[src/rtl/alu_rs_pkg.sv]
// Shared types for the ALU reservation station.
// The entry structs use TAG_W_DEF, so alu_rs TAG_W must equal it.
package alu_rs_pkg;

  localparam int TAG_W_DEF = 6;

  typedef enum logic [2:0] {
    ALU_AND = 3'b000,
    ALU_OR  = 3'b001,
    ALU_ADD = 3'b010,
    ALU_SUB = 3'b011,
    ALU_SLL = 3'b100,
    ALU_SRL = 3'b101,
    ALU_SRA = 3'b110,
    ALU_SLT = 3'b111
  } alucont_t;

  typedef struct packed {
    logic                 rdy;
    logic [TAG_W_DEF-1:0] tag;
    logic [31:0]          value;
  } operand_t;

  typedef struct packed {
    logic                 valid;
    alucont_t             alucont;
    operand_t             a;
    operand_t             b;
    logic [TAG_W_DEF-1:0] dst_tag;
  } rs_entry_t;

  // Pending operand grabs a matching CDB result.
  function automatic operand_t capture(
    input operand_t             op,
    input logic                 cv,
    input logic [TAG_W_DEF-1:0] ct,
    input logic [31:0]          cd
  );
    capture = op;
    if (!op.rdy && cv && op.tag == ct) begin
      capture.rdy   = 1'b1;
      capture.value = cd;
    end
  endfunction

endpackage

[src/rtl/alu_rs_operand.sv]
// One stored operand: CDB compare, capture and issue-time view.
// ALU_RS_WAKEUP_BYPASS_EN lets a same-cycle CDB hit count as ready.
module alu_rs_operand
  import alu_rs_pkg::*;
(
  input  operand_t             op,
  input  logic                 cdb_valid,
  input  logic [TAG_W_DEF-1:0] cdb_tag,
  input  logic [31:0]          cdb_data,
  output operand_t             nxt,
  output logic                 rdy_now,
  output logic [31:0]          val_now
);

  assign nxt = capture(op, cdb_valid, cdb_tag, cdb_data);

`ifdef ALU_RS_WAKEUP_BYPASS_EN
  assign rdy_now = nxt.rdy;
  assign val_now = nxt.value;
`else
  assign rdy_now = op.rdy;
  assign val_now = op.value;
`endif

endmodule

[src/rtl/alu_rs.sv]
// Collapsing-queue reservation station for one integer ALU.
// Optional: ALU_RS_WAKEUP_BYPASS_EN (issue in the wakeup cycle).
module alu_rs
  import alu_rs_pkg::*;
#(
  parameter int DEPTH = 4,
  parameter int TAG_W = TAG_W_DEF
) (
  input  logic             clk,
  input  logic             reset,
  input  logic             flush,
  input  logic             disp_valid,
  output logic             disp_ready,
  input  logic [2:0]       disp_alucont,
  input  logic [31:0]      disp_a,
  input  logic [31:0]      disp_b,
  input  logic             disp_a_rdy,
  input  logic             disp_b_rdy,
  input  logic [TAG_W-1:0] disp_a_tag,
  input  logic [TAG_W-1:0] disp_b_tag,
  input  logic [TAG_W-1:0] disp_dst_tag,
  input  logic             cdb_valid,
  input  logic [TAG_W-1:0] cdb_tag,
  input  logic [31:0]      cdb_data,
  output logic             iss_valid,
  input  logic             iss_ready,
  output logic [31:0]      iss_a,
  output logic [31:0]      iss_b,
  output logic [2:0]       iss_alucont,
  output logic [TAG_W-1:0] iss_dst_tag
);

  localparam int CW = $clog2(DEPTH + 1);
  localparam int SW = $clog2(DEPTH);

  rs_entry_t        q   [DEPTH];
  rs_entry_t        q_n [DEPTH];
  rs_entry_t        w   [DEPTH+1];
  rs_entry_t        din;
  operand_t         a_nxt [DEPTH];
  operand_t         b_nxt [DEPTH];
  logic [31:0]      a_val [DEPTH];
  logic [31:0]      b_val [DEPTH];
  logic [DEPTH-1:0] a_rn;
  logic [DEPTH-1:0] b_rn;
  logic [DEPTH-1:0] rdy;
  logic [CW-1:0]    count;
  logic [CW-1:0]    cnt_after;
  logic [SW-1:0]    sel;
  logic             found;
  logic             fire_iss;
  logic             fire_disp;

  for (genvar i = 0; i < DEPTH; i++) begin : g_ent
    alu_rs_operand u_a (
      .op        (q[i].a),
      .cdb_valid (cdb_valid),
      .cdb_tag   (cdb_tag),
      .cdb_data  (cdb_data),
      .nxt       (a_nxt[i]),
      .rdy_now   (a_rn[i]),
      .val_now   (a_val[i])
    );
    alu_rs_operand u_b (
      .op        (q[i].b),
      .cdb_valid (cdb_valid),
      .cdb_tag   (cdb_tag),
      .cdb_data  (cdb_data),
      .nxt       (b_nxt[i]),
      .rdy_now   (b_rn[i]),
      .val_now   (b_val[i])
    );
    assign rdy[i] = q[i].valid & a_rn[i] & b_rn[i];
  end

  // Oldest ready entry wins.
  always_comb begin
    found = 1'b0;
    sel   = '0;
    for (int i = DEPTH - 1; i >= 0; i--) begin
      if (rdy[i]) begin
        found = 1'b1;
        sel   = SW'(i);
      end
    end
  end

  assign iss_valid   = found;
  assign iss_a       = found ? a_val[sel] : '0;
  assign iss_b       = found ? b_val[sel] : '0;
  assign iss_alucont = found ? q[sel].alucont : '0;
  assign iss_dst_tag = found ? q[sel].dst_tag : '0;

  assign disp_ready = count < CW'(DEPTH);
  assign fire_iss   = iss_valid & iss_ready;
  assign fire_disp  = disp_valid & disp_ready;
  assign cnt_after  = count - CW'(fire_iss);

  always_comb begin
    din.valid   = 1'b1;
    din.alucont = alucont_t'(disp_alucont);
    din.a       = capture('{rdy: disp_a_rdy, tag: disp_a_tag,
                            value: disp_a},
                          cdb_valid, cdb_tag, cdb_data);
    din.b       = capture('{rdy: disp_b_rdy, tag: disp_b_tag,
                            value: disp_b},
                          cdb_valid, cdb_tag, cdb_data);
    din.dst_tag = disp_dst_tag;
  end

  // Wakeup first, then collapse over the issued slot, then append.
  always_comb begin
    for (int i = 0; i < DEPTH; i++) begin
      w[i]   = q[i];
      w[i].a = a_nxt[i];
      w[i].b = b_nxt[i];
    end
    w[DEPTH] = '0;
    for (int i = 0; i < DEPTH; i++) begin
      q_n[i] = (fire_iss && i >= int'(sel)) ? w[i+1] : w[i];
      if (fire_disp && i == int'(cnt_after))
        q_n[i] = din;
    end
  end

  always_ff @(posedge clk) begin
    if (reset || flush) begin
      q     <= '{default: '0};
      count <= '0;
    end else begin
      q     <= q_n;
      count <= cnt_after + CW'(fire_disp);
    end
  end

endmodule

[config.mk]
export PLATFORM = sky130hd
export DESIGN_NAME = alu_rs
export DESIGN_NICKNAME = d
export VERILOG_FILES = /design/src/rtl/alu_rs_pkg.sv /design/src/rtl/alu_rs_operand.sv /design/src/rtl/alu_rs.sv
export SDC_FILE = /design/constraint.sdc
export NUM_CORES = 1
export LEC_CHECK = 0
export BUFFER_PORTS_ARGS = -buffer_cell sky130_fd_sc_hd__buf_2
export CAP_MARGIN = 20
export CORE_MARGIN = 2
export CORE_UTILIZATION = 40
export DETAILED_ROUTE_END_ITERATION = 6
export PLACE_DENSITY_LB_ADDON = 0.2
export SYNTH_ARGS = -nofsm -noshare
export SYNTH_HDL_FRONTEND = slang
export SYNTH_SLANG_ARGS = --single-unit
[constraint.sdc]
create_clock -name clk -period 3.1 [get_ports clk]
set_input_delay 0.155 -clock clk [delete_from_list [all_inputs] [get_ports clk]]
set_output_delay 0.155 -clock clk [all_outputs]
set_load 0.1 [all_outputs]
Yosys cells after proc, flatten, opt, wreduce, memory -nomap -nowiden:

Cells that the tools add are included.

* $add $sub $neg: 2
* order comparisons: 5
* equal/unequal tests: 13
* multiplexer cells: 49
* bitwise operators: 11
* reduce and logical (&&, ||, !) cells: 45

Operators by type and width (count)
* 88-bit two-way mux: 8
* 32-bit two-way mux: 16
* 88-bit binary-select mux with 2-bit select: 1
* 87-bit two-way mux: 2
* 32-bit binary-select mux with 2-bit select: 2
* 6-bit == test: 10
* 1-bit logical AND: 27
* 1-bit two-way mux: 14
* 1-bit AND: 10
* 1-bit logical NOT: 10
* 2-bit two-way mux: 4
* 2-bit nonzero test: 4
* 3-bit == test, first input constant: 2
* 6-bit two-way mux: 1
* 3-bit nonzero test: 2
* 1-bit by 2-bit >= comparator with 1-bit output, first input constant: 2
* 3-bit by 1-bit adder with 3-bit output: 1
* 2-bit by 3-bit == test with 1-bit output, first input constant: 1
* 3-bit >= comparator, second input constant: 1
* 3-bit logical NOT: 1
* 3-bit < comparator, second input constant: 1
* 3-bit two-way mux: 1
* 2-bit inverter with 3-bit output: 1
* 3-bit by 1-bit subtractor with 3-bit output: 1
* 2 further kinds: 2

* register bits after elaboration: 355
* word-level logic and storage cells: 162

Longest topological paths before layout:

* depth in word-level cells: 11
* gate-level depth with buffers: 16

Hierarchy:

From an unflattened synthesis, not the netlist that was laid out.

* cell total of the unflattened synthesis: 3078
* area, all modules: 26560.5 um^2

Modules (own cells, without submodules)
* alu_rs: times used 1, cells each 2406, area each 19523.7 um^2
* alu_rs_operand: times used 8, cells each 84, area each 879.6 um^2

Least setup slack after synthesis:

No wires, ideal clock.

* path kind: register -> register
* start point: register q[132] in the netlist's numbering
* end point: register q[117] in the netlist's numbering
* setup time: 0.137 ns
* arrival time: 3.094 ns
* data required time: 2.963 ns
* path slack: -0.131 ns
* cell stages (with the launch flop): 16
* buffers on the path: 4
* clock period less this slack: 3.231 ns
* cell sequence: dfxtp_1 > nand3_1 > nand2_1 > o21ai_1 > clkbuf_1 > inv_1 > ha_1 > ha_1 > or3_1 > or2_1 > clkbuf_1 > and2_1 > clkbuf_1 > buf_2 > o2111ai_1 > o221ai_1

* word-level cells in the longest chain between the ends: 9
* elaborated cells on any way between the ends: 19
* classes of those cells: add/sub (1); order compare (1); eq/ne (1); mux (9); bitwise (2); reduce/logical (5)

RTL lines
* from (decl): RTL line alu_rs.sv:36 `rs_entry_t q [DEPTH];`
* from (signal assigned): RTL line alu_rs.sv:131 `q <= q_n;`
* 1-bit AND: RTL line alu_rs.sv:73 `assign rdy[i] = q[i].valid & a_rn[i] & b_rn[i];`
* 1-bit two-way mux (3 in a row): RTL line alu_rs.sv:81 `if (rdy[i]) begin`
* 1-bit AND: RTL line alu_rs.sv:95 `assign fire_iss = iss_valid & iss_ready;`
* 3-bit by 1-bit subtractor with 3-bit output: RTL line alu_rs.sv:97 `assign cnt_after = count - CW'(fire_iss);`
* 3-bit == test: RTL line alu_rs.sv:121 `if (fire_disp && i == int'(cnt_after))`
* 1-bit logical AND: RTL line alu_rs.sv:121
* 88-bit two-way mux *: RTL line alu_rs.sv:121

Mark *: on every way between the ends. The rest lies on a longest branch, timed or not. The select of a mux whose other input is x is not followed.
A chain may end at the register's enable or synchronous reset.

Final worst setup path:

* start point: register q[347] in the netlist's numbering
* end point: output port iss_a[23]

* word-level cells in the longest chain between the ends: 8
* elaborated cells on any way between the ends: 9
* classes of those cells: mux (6); bitwise (3)

RTL lines
* 1-bit AND * (2 in a row): RTL line alu_rs.sv:73
* 2-bit two-way mux: RTL line alu_rs.sv:81
* 2-bit inverter with 3-bit output (not written as such): RTL line alu_rs.sv:89 `assign iss_a = found ? a_val[sel] : '0;`
* 32-bit binary-select mux with 2-bit select: RTL line alu_rs.sv:89
* 32-bit two-way mux (not written as such) (2 in a row): RTL line alu_rs.sv:89
* 32-bit two-way mux *: RTL line alu_rs.sv:89
* to (decl): RTL line alu_rs.sv:27 `output logic [31:0] iss_a,`

Marks and branches as above.

==> metrics.md <==
| Metric | Value |
|---|---|
| Crit Path Class | `register to primary output` |
| Sw frac | `25.8%` |
| First drt pass iteration count | `5` |
| Clock network fraction of total power | `between 40% and 50%` |
| Tmin final | `3020 ps` |
| Cell taking the most area after synthesis | `dfxtp_1` |
| Vias in the first global route | `about 20000` |
| Worst slew margin | `between 40% and 50%` |
| Global Route Usage Sum | `29.3%` |
| Die height | `229 µm` |
| Post-CTS Repair Setup Buffers | `0` |
| Async SR Flop Fraction | `0%` |
| Core box area | `50200 µm²` |
| CP startpoint kind | `register` |
| PwrDens | `412 nW/µm²` |
| Clk slew on worst S/H paths | `60 ps` |
| VDD IR max | `0.319 mV` |
| Largest net degree at the start of global routing | `109` |
| Number of synthesized register bits | `around 360` |
| Combinational cell fraction of total power | `8.9%` |
| Pint | `7.78 mW` |
| Final instance area | `approximately 25000 µm²` |
| Clk sinks | `355` |
| Die area | `52600 µm²` |
| Placed Cells incl. Taps | `a little over 3000` |
| Layout Skew | `between 20 and 25 ps` |
| Initial core utilization | `a little over 40%` |
| Leakage | `between 10 and 15 nW` |
| Via count | `20204` |
| Period utilisation layout | `97.5%` |
| Total routed wirelength | `79800 µm` |
| Post-synth EDFFs | `0` |
| I/O pin count | `206` |
| Most used DFF post-synth | `dfxtp_1` |
| Synth top area cells | `dfxtp_1, mux2i_1, nand2_1, o22ai_1, o221ai_1` |
| R2r startpoint | `q[132]` |
| Area Overhead vs Synth | `25.3%` |
| Placement Cell Area | `23400 µm²` |
| Sw Pwr | `2.70 mW` |
| Critical Path RT | `2940 ps` |
| Final hold vios | `0` |
| Drt via density | `6.32` |
| RSZ-0062 raised after global routing | `no` |
| Setup TNS | `0 ps` |
| Max-slew violations | `0` |
| Routability congestion estimate | `0.873` |
| Syn_area_per_cell | `8.72 µm²` |
| Max_cap viols | `0` |
| Crit Path Max Fanout | `26` |
| Synth unique cells | `58` |
| Sequential share of the synthesized area | `35.0%` |
| Fill cell count | `4638` |
| Net count, final | `2628` |
| Initial antenna violation count | `7` |
| WL/cell | `24.9 µm` |
| Final-report setup violation count | `0` |
| Total gr overflow | `0` |
| Hold_sp | `disp_a[1]` |
| Worst min path class | `input pin to register` |
| Synth Instances | `2327` |
| Worst slew pin tran | `880 ps` |
| Placement row count | `82` |
| Number of routed nets with antenna violations | `0` |
| CTS tree | `yes` |
| Cell Area, Synth | `between 20000 and 25000 µm²` |
| Iteration-0 DRC Markers | `1829` |
| F_max | `~330 MHz` |
| Dpl hpwl | `49500 µm` |
| H-tree depth | `2` |
| Syn Nets | `2461` |
| Seq pwr share | `44.6%` |
| TritonCTS Buffers | `42` |
| Share of layout cells above drive strength 1 | `21.2%` |
| Status | `completed` |
| Port-buffer cells | `205` |
| Setup crit end kind | `primary output` |
| Post-synth top area share | `35.0%` |
| Layout Cells excl Fill | `3197` |
| Global-route wire length before repair | `121000 µm` |
| Die width | `229 µm` |
| Later-pin clock latency in the skew report | `about 600 ps` |
| Drc violations | `0` |
| CP startpoint | `q[347]` |
| CTS root buf | `clkbuf_16` |
| Syn. warnings | `0` |
| Crit path arrival time | `2870 ps` |
| Maximum buffer depth of the clock tree | `3` |
[kinds of logic (layout without fill, tap and decap cells)]
kind of cell	after synthesis	in the layout	synth area share, %
compound gates	710	710	25.7
xor+xnor	63	63	2.72
fa+ha+maj	3	3	0.185
buf+inv	262	458	5.50
flops	355	355	35.0
mux	377	377	19.2
other cells	0	2	0
simple gates	557	557	11.7
[final cells by class]
cell class	instances	area, µm²	area share, %
inverter	8	30.0	0.118
sequential	355	7110	27.9
timing repair buffer	377	3550	14.0
clock inverter	9	52.6	0.207
antenna	2	5.00	0.0197
tap	672	841	3.31
multi-input combinational	1710	12600	49.5
clock buffer	64	1260	4.97
[per-stage QoR]
step                      total power, mW  worst slack (ps)  util, %  hold WS (ps)
after detailed placement             5.61               151     46.6           438
after global routing                 10.8              2.60     50.7          29.6
after floorplan                      5.24              11.8        -           291
final                                10.5              78.1     50.7          18.6
after global placement               5.59               246     46.6           434
after CTS                            10.5              89.1     50.7         0.619
[synthesized netlist by cell type (all sizes together), types with 2 or more instances]
library cell and n:
dfxtp 355, mux2i 307, nand2 246, nor2 187
clkbuf 173, o22ai 139, a22oi 88, o221ai 87
o21ai 83, buf 81, mux2 70, a311oi 63
a21oi 58, o22a 58, nand3 44, xor2 43
o32ai 24, nor3 22, xnor2 20, a211o 15
o2111ai 14, o211a 14, o311ai 14, o21a 11
and2 10, o21bai 10, or3 10, a2bb2oi 9
a32o 9, nand2b 9, o211ai 9, inv 8
nand4 8, nor3b 5, nor4 5, ha 3
nor2b 3, a31oi 2, and3 2, nand3b 2
or2 2
[worst max-delay path, cell delays in order (launching register included)]
cell and delay, ps:
dfxtp_1 390, nand3_1 110, buf_4 160, and2_4 170, nand2_4 430, buf_4 540, o22ai_2 240, buf_12 230
[registers in the layout, summed over array words and instances (netlist names)]
register	count
count	3
q	352
[worst paths after layout]
path	cells after the start	to	slack (ps)
worst max-delay path	7	iss_a[23]	80
worst min-delay path	3	q[134]	20
worst max register to register	12	q[226]	220
worst min register to register	2	q[317]	460
[timing repair]
item	CTS	global route
resized for setup	0	2
hold buffers	73	0
endpoints found under the setup margin	0	17
endpoints found under the hold margin	176	0
[placed cells by master, fill, tap and decap left out, types with 10 or more instances in the layout]
master	instances
dfxtp_1	355
mux2i_1	307
nand2_1	237
nor2_1	183
buf_2	155
a22oi_1	88
o221ai_1	87
o21ai_0	78
o22ai_1	75
buf_4	75
buf_12	74
dlygate4sd3_1	73
o22ai_2	64
a311oi_1	63
mux2_2	62
o22a_1	58
a21oi_1	55
nand3_1	44
xor2_1	43
clkbuf_16	43
o32ai_1	24
xnor2_1	20
nor3_1	19
a211o_1	15
o2111ai_1	14
o311ai_0	14
o211a_1	14
o21a_1	11
clkbuf_8	11
clkbuf_1	10
[power groups by stage]
stage	Sequential [mW]	Combinational (mW)	Clock [mW]
final	4.67	0.935	4.87
after global routing	4.67	0.990	5.13
after CTS	4.67	0.917	4.93
after detailed placement	4.77	0.840	0
after global placement	4.76	0.826	0
after floorplan	4.76	0.480	0
[routing by layer]
| metal | up-vias | global-route usage [%] | share of wire (%) |
|---|---|---|---|
| li1 | 9130 | - | - |
| met1 | 9897 | 38.9 | 43 |
| met2 | 970 | 47.2 | 45 |
| met3 | 197 | 4.94 | 7.5 |
| met4 | 10 | 11.9 | 3.9 |
| met5 | - | 0 | 0.061 |
(Power assumes the default switching activity.)
